[config.mk]
export PLATFORM = sky130hd
export DESIGN_NAME = fpu_chain_seq
export DESIGN_NICKNAME = d
export VERILOG_FILES = /design/src/rtl/fpu_chain_seq.sv
export SDC_FILE = /design/constraint.sdc
export NUM_CORES = 1
export LEC_CHECK = 0
export ABC_AREA = 1
export BUFFER_PORTS_ARGS = -buffer_cell sky130_fd_sc_hd__buf_2
export CAP_MARGIN = 40
export CORE_MARGIN = 5
export CORE_UTILIZATION = 48
export CTS_CLUSTER_SIZE = 40
export DETAILED_ROUTE_END_ITERATION = 10
export PLACE_DENSITY_LB_ADDON = 0.05
export SKIP_LAST_GASP = 1
export SLEW_MARGIN = 20
export SYNTH_ARGS = -nofsm -noshare
export SYNTH_HDL_FRONTEND = slang
export SYNTH_SLANG_ARGS = --single-unit
[constraint.sdc]
create_clock -name clock -period 2.2 [get_ports clock]
set_input_delay 0.22 -clock clock [delete_from_list [all_inputs] [get_ports clock]]
set_output_delay 0.22 -clock clock [all_outputs]
set_load 0.05 [all_outputs]
[src/rtl/fpu_chain_seq.sv]
// fpu_chain_seq
// Sequencer for an external 10-bit combinational FPU (1 sign, 4 exp bias 7, 5 mantissa).
// It accepts a stream of beats and runs a chain of operations of the form acc = acc OP b.
// Each FPU result is registered back into the accumulator. The final accumulator is
// returned on a valid/ready result port.
//
// Ports
//   clock, reset           rising-edge clock, asynchronous active-high reset
//   in_valid/in_ready      beat handshake
//   in_data                operand (A on the first beat, B on later beats)
//   in_op                  00 ADD, 01 SUB, 10 MUL, 11 NOP (ignored on the first beat)
//   in_first/in_last       chain start / chain end markers
//   fpu_a/fpu_b/fpu_sel    FPU operand and select drive (register outputs only)
//   fpu_y                  FPU combinational result
//   out_valid/out_ready    result handshake; out_data is the accumulator
//   op_count               number of ops executed in the current or last chain
//   nan_seen/ovf_seen      sticky per-chain NaN / overflow(inf) indicators
module fpu_chain_seq #(
    parameter int MAX_OPS = 15
) (
    input  logic       clock,
    input  logic       reset,
    input  logic       in_valid,
    output logic       in_ready,
    input  logic [9:0] in_data,
    input  logic [1:0] in_op,
    input  logic       in_first,
    input  logic       in_last,
    output logic [9:0] fpu_a,
    output logic [9:0] fpu_b,
    output logic [3:0] fpu_sel,
    input  logic [9:0] fpu_y,
    output logic       out_valid,
    input  logic       out_ready,
    output logic [9:0] out_data,
    output logic [3:0] op_count,
    output logic       nan_seen,
    output logic       ovf_seen
);

    localparam logic [1:0] S_IDLE   = 2'd0;
    localparam logic [1:0] S_WAIT_B = 2'd1;
    localparam logic [1:0] S_EXEC   = 2'd2;
    localparam logic [1:0] S_RESULT = 2'd3;

    localparam logic [1:0] OP_SUB = 2'b01;
    localparam logic [1:0] OP_MUL = 2'b10;
    localparam logic [1:0] OP_NOP = 2'b11;

    localparam logic [4:0] MAX_OPS_W = 5'(MAX_OPS);

    logic [1:0] state_q, state_d;
    logic [9:0] acc_q, acc_d;
    logic [9:0] b_q, b_d;
    logic [1:0] op_q, op_d;
    logic [3:0] cnt_q, cnt_d;
    logic       nan_q, nan_d;
    logic       ovf_q, ovf_d;
    logic       last_pend_q, last_pend_d;

    logic       accept;
    logic [4:0] cnt_inc;
    logic       y_nan;
    logic       y_ovf;

    assign in_ready  = (state_q == S_IDLE) || (state_q == S_WAIT_B);
    assign out_valid = (state_q == S_RESULT);
    assign accept    = in_valid && in_ready;

    // The increment is one bit wider so that the MAX_OPS compare cannot alias on wrap.
    assign cnt_inc   = {1'b0, cnt_q} + 5'd1;
    assign y_nan     = (fpu_y == 10'h3FF);
    assign y_ovf     = (fpu_y[8:5] == 4'hF) && (fpu_y[4:0] == 5'd0);

    always_comb begin
        state_d     = state_q;
        acc_d       = acc_q;
        b_d         = b_q;
        op_d        = op_q;
        cnt_d       = cnt_q;
        nan_d       = nan_q;
        ovf_d       = ovf_q;
        last_pend_d = last_pend_q;
        case (state_q)
            S_IDLE, S_WAIT_B: begin
                if (accept) begin
                    if (in_first) begin
                        // A first beat also restarts a chain that is waiting for B.
                        acc_d   = in_data;
                        cnt_d   = 4'd0;
                        nan_d   = 1'b0;
                        ovf_d   = 1'b0;
                        state_d = in_last ? S_RESULT : S_WAIT_B;
                    end else if (state_q == S_WAIT_B) begin
                        b_d         = in_data;
                        op_d        = in_op;
                        last_pend_d = in_last;
                        state_d     = S_EXEC;
                    end
                    // A non-first beat in IDLE is dropped.
                end
            end
            S_EXEC: begin
                if (op_q != OP_NOP) begin
                    acc_d = fpu_y;
                    nan_d = nan_q | y_nan;
                    ovf_d = ovf_q | y_ovf;
                end
                cnt_d   = cnt_inc[3:0];
                state_d = (last_pend_q || (cnt_inc == MAX_OPS_W)) ? S_RESULT : S_WAIT_B;
            end
            default: begin
                if (out_ready) state_d = S_IDLE;
            end
        endcase
    end

    always_ff @(posedge clock or posedge reset) begin
        if (reset) begin
            state_q     <= S_IDLE;
            acc_q       <= 10'd0;
            b_q         <= 10'd0;
            op_q        <= 2'b00;
            cnt_q       <= 4'd0;
            nan_q       <= 1'b0;
            ovf_q       <= 1'b0;
            last_pend_q <= 1'b0;
        end else begin
            state_q     <= state_d;
            acc_q       <= acc_d;
            b_q         <= b_d;
            op_q        <= op_d;
            cnt_q       <= cnt_d;
            nan_q       <= nan_d;
            ovf_q       <= ovf_d;
            last_pend_q <= last_pend_d;
        end
    end

    // NOP presents ADD to the FPU. Its result is discarded in EXEC.
    always_comb begin
        case (op_q)
            OP_SUB:  fpu_sel = 4'b0010;
            OP_MUL:  fpu_sel = 4'b0100;
            default: fpu_sel = 4'b0001;
        endcase
    end

    assign fpu_a    = acc_q;
    assign fpu_b    = b_q;
    assign out_data = acc_q;
    assign op_count = cnt_q;
    assign nan_seen = nan_q;
    assign ovf_seen = ovf_q;

endmodule

==> flow_results.xml <==
<?xml version="1.0" encoding="UTF-8"?>
<metrics>
  <group name="outcome">
    <metric name="outcome" unit="">finished, final reports clean</metric>
  </group>
  <group name="yosys">
    <metric name="post_synth_edffs" unit="">0</metric>
    <metric name="synth.yosys.seq_area_share" unit="%">48.4</metric>
    <metric name="mappedNetlistArea" unit="sq mm">0.00160</metric>
    <metric name="yosysTopAreaCell" unit="">sky130_fd_sc_hd__dfrtp_1</metric>
    <metric name="synth.area.top_cells" unit="">sky130_fd_sc_hd__dfrtp_1, sky130_fd_sc_hd__nand2_1, sky130_fd_sc_hd__inv_1, sky130_fd_sc_hd__buf_4, sky130_fd_sc_hd__o21ai_0</metric>
    <metric name="count_leader_synth" unit="">sky130_fd_sc_hd__nand2_1</metric>
    <metric name="yosys.cell_types.count" unit="">24</metric>
    <metric name="number_of_warning_messages_in_the_yosys_log" unit="">0</metric>
    <metric name="post_synth_inst_count" unit="">195</metric>
    <metric name="flop_and_latch_count_out_of_synthesis" unit="">31</metric>
    <metric name="syn-mean-instance-area" unit="sq um">8.23</metric>
    <metric name="netlist.area_leader.share" unit="%">48.4</metric>
    <metric name="mappedNetlistNets" unit="">228</metric>
    <metric name="synthFlopType" unit="">sky130_fd_sc_hd__dfrtp_1</metric>
    <metric name="synth_common_cells" unit="">sky130_fd_sc_hd__nand2_1, sky130_fd_sc_hd__dfrtp_1, sky130_fd_sc_hd__inv_1</metric>
    <metric name="async_flop_share" unit="%">100</metric>
  </group>
  <group name="cts">
    <metric name="clock_tree.htree_level_count" unit="">2</metric>
    <metric name="root_buffer_cell" unit="">sky130_fd_sc_hd__clkbuf_4</metric>
    <metric name="cts_setup_buffers" unit="">0</metric>
    <metric name="clock_insertion_delay_worst_skew" unit="ns">0.32</metric>
    <metric name="cts.sink_count" unit="">31</metric>
    <metric name="cts-hold-fix-buffers" unit="">1</metric>
    <metric name="max-clock-path-buffers" unit="">2</metric>
    <metric name="clock_buffer_count_from_cts" unit="">5</metric>
    <metric name="tritoncts" unit="">done</metric>
    <metric name="clk_pin_slew_worst_paths" unit="ns">0.09</metric>
    <metric name="post_cts_resized" unit="">0</metric>
  </group>
  <group name="routing">
    <metric name="antenna_violating_nets_post_route" unit="">0</metric>
    <metric name="routed-via-count" unit="">1424</metric>
    <metric name="detailedRoute.firstIterationViolations" unit="">79</metric>
    <metric name="drt-total-wl" unit="mm">3.47</metric>
    <metric name="detail_route.drc_violations" unit="">0</metric>
    <metric name="avgViaCountPerCell" unit="">4.72</metric>
    <metric name="drt-pass1-iter-count" unit="">4</metric>
    <metric name="wl_per_cell" unit="um">11.5</metric>
  </group>
  <group name="setup_path">
    <metric name="flop2flop_setup_slack" unit="ns">0.62</metric>
    <metric name="cp.arrival" unit="ns">1.82</metric>
    <metric name="timing.critical_path.to_type" unit="">register</metric>
    <metric name="worstSetupPathType" unit="">reg -&gt; reg</metric>
    <metric name="timing.critical_path.required" unit="ns">2.43</metric>
    <metric name="crit_path_start_kind" unit="">register</metric>
    <metric name="crit_fanout" unit="">23</metric>
  </group>
  <group name="grt">
    <metric name="grt_pass1_wl" unit="mm">5.24</metric>
    <metric name="top_usage_layer" unit="">met2</metric>
    <metric name="grt_use_met3" unit="%">3.99</metric>
    <metric name="globalRouteMet2Util" unit="%">26.2</metric>
    <metric name="grt.overflow.total" unit="">0</metric>
    <metric name="grt_util_met1" unit="%">18.1</metric>
    <metric name="grt_max_degree" unit="">32</metric>
    <metric name="globalRouteTotalUtil" unit="%">15.3</metric>
    <metric name="via_count_of_the_first_global_routing_pass" unit="">1215</metric>
    <metric name="grt_antenna_before_repair" unit="">0</metric>
  </group>
  <group name="place">
    <metric name="count_of_buffers_inserted_at_the_top_level_ports" unit="">68</metric>
    <metric name="gpl.final_weighted_congestion" unit="">0.787</metric>
    <metric name="place.detailed.hpwl" unit="mm">2.70</metric>
    <metric name="placement.setup.worst_slack" unit="ns">0.614</metric>
  </group>
  <group name="timing">
    <metric name="timing_hold_violations_final" unit="">0</metric>
    <metric name="setup_viol" unit="">0</metric>
    <metric name="final.setup_skew" unit="ns">0.00732</metric>
    <metric name="final_critical_path_setup_slack" unit="ns">0.618</metric>
    <metric name="fin_setup_tns" unit="ns">0</metric>
    <metric name="worst_pin_slew" unit="ns">0.556</metric>
    <metric name="finalCriticalPeriod" unit="ns">1.58</metric>
    <metric name="report.final.slew_viol_count" unit="">0</metric>
    <metric name="rsz_0062_raised_after_global_routing" unit="">no</metric>
    <metric name="max-slew-margin-rel" unit="%">62.9</metric>
    <metric name="fin_crit_sh" unit="%">71.9</metric>
    <metric name="achievable-frequency" unit="GHz">0.632</metric>
  </group>
  <group name="job">
    <metric name="maxCapViolations" unit="">0</metric>
  </group>
  <group name="die">
    <metric name="die_x" unit="um">67.8</metric>
    <metric name="die_height" unit="um">67.8</metric>
    <metric name="die-area" unit="sq mm">0.00460</metric>
    <metric name="ioPinCount" unit="">70</metric>
    <metric name="fp-row-count" unit="">21</metric>
    <metric name="start_util" unit="%">48.8</metric>
    <metric name="fp.coreArea" unit="sq mm">0.00328</metric>
  </group>
  <group name="hold_path">
    <metric name="timing.hold.worst.class" unit="">in -&gt; reg</metric>
  </group>
  <group name="final_layout">
    <metric name="final_net_count" unit="">288</metric>
    <metric name="antennaDiodeCount" unit="">0</metric>
    <metric name="post_route_cells_drive_above_1_share" unit="%">31.3</metric>
    <metric name="areaGrowthSynthToFinish" unit="%">22.6</metric>
  </group>
</metrics>
registers in the layout (all words and copies together), names as in the netlist:
signal	flops
ovf_seen	1
nan_seen	1
fpu_b	10
state_q	2
fpu_a	10
op_q	2
last_pend_q	1
op_count	4
layer usage:
metal | share of wire [%] | up-vias
li1 | - | 726
met1 | 40 | 645
met2 | 50 | 49
met3 | 8.3 | 4
met4 | 1.1 | 0
met5 | 0 | -
logic make-up (layout without fill, tap and decap cells):
logic type / count (synthesis) / after routing / share of synthesized area, %
adder cells (fa/ha/maj): 5 / 5 / 3.90
AO/OA/AOI/OAI: 33 / 33 / 12.2
buffers and inverters: 43 / 104 / 13.7
flip-flops: 31 / 31 / 48.4
other: 1 / 1 / 0.234
AND/OR/NAND/NOR: 82 / 82 / 21.7
layout by cell type (no fill, tap or decap), types with 4 or more instances in the layout:
| cell | instances |
|---|---|
| sky130_fd_sc_hd__buf_2 | 68 |
| sky130_fd_sc_hd__nand2_1 | 49 |
| sky130_fd_sc_hd__dfrtp_1 | 31 |
| sky130_fd_sc_hd__inv_1 | 26 |
| sky130_fd_sc_hd__nor2_1 | 19 |
| sky130_fd_sc_hd__o21ai_0 | 15 |
| sky130_fd_sc_hd__a31oi_1 | 10 |
| sky130_fd_sc_hd__nand3_1 | 5 |
| sky130_fd_sc_hd__ha_1 | 5 |
| sky130_fd_sc_hd__clkbuf_4 | 5 |
| sky130_fd_sc_hd__a21oi_1 | 4 |
worst max-delay path, stage by stage, from the launching register on:
cell                       delay [ns]
sky130_fd_sc_hd__dfrtp_1         0.42
sky130_fd_sc_hd__inv_1           0.09
sky130_fd_sc_hd__nand2_2         0.19
sky130_fd_sc_hd__o21ai_4         0.49
sky130_fd_sc_hd__nand3_1         0.12
sky130_fd_sc_hd__a21boi_0        0.18
layout make-up:
cell class                 instances  area [sq um]
fill                             311          1320
multi-input combinational        121           609
sequential                        31           776
clock buffer                       8          68.8
inverter                          26          97.6
timing repair buffer              70           358
tap                               46          57.6
metrics by stage:
stage / instances / hold slack (ns) / utilization (%) / instance area [sq um]
4_1_cts: 302 / 0.137 / 59.9 / 1970
2_1_floorplan: 195 / 0.324 / - / 1600
5_1_grt: 302 / 0.155 / 59.9 / 1970
6_report: 302 / 0.149 / 59.9 / 1970
3_5_place_dp: 293 / 0.319 / 57.5 / 1890
3_3_place_gp: 293 / 0.320 / 57.5 / 1890
worst paths after layout:
path | depth (start not counted) | end | start
max in group asynchronous | 4 | fpu_a[5] | reset
min in group asynchronous | 4 | fpu_b[6] | reset
min | 4 | state_q[1] | out_ready
max reg2reg | 5 | ovf_seen | state_q[0]
max | 5 | ovf_seen | state_q[0]
min reg2reg | 2 | fpu_b[9] | fpu_b[9]
Power is left out: the tool's default activity adds up to more than one toggle a clock period on the data nets, which glitch-free logic cannot reach.
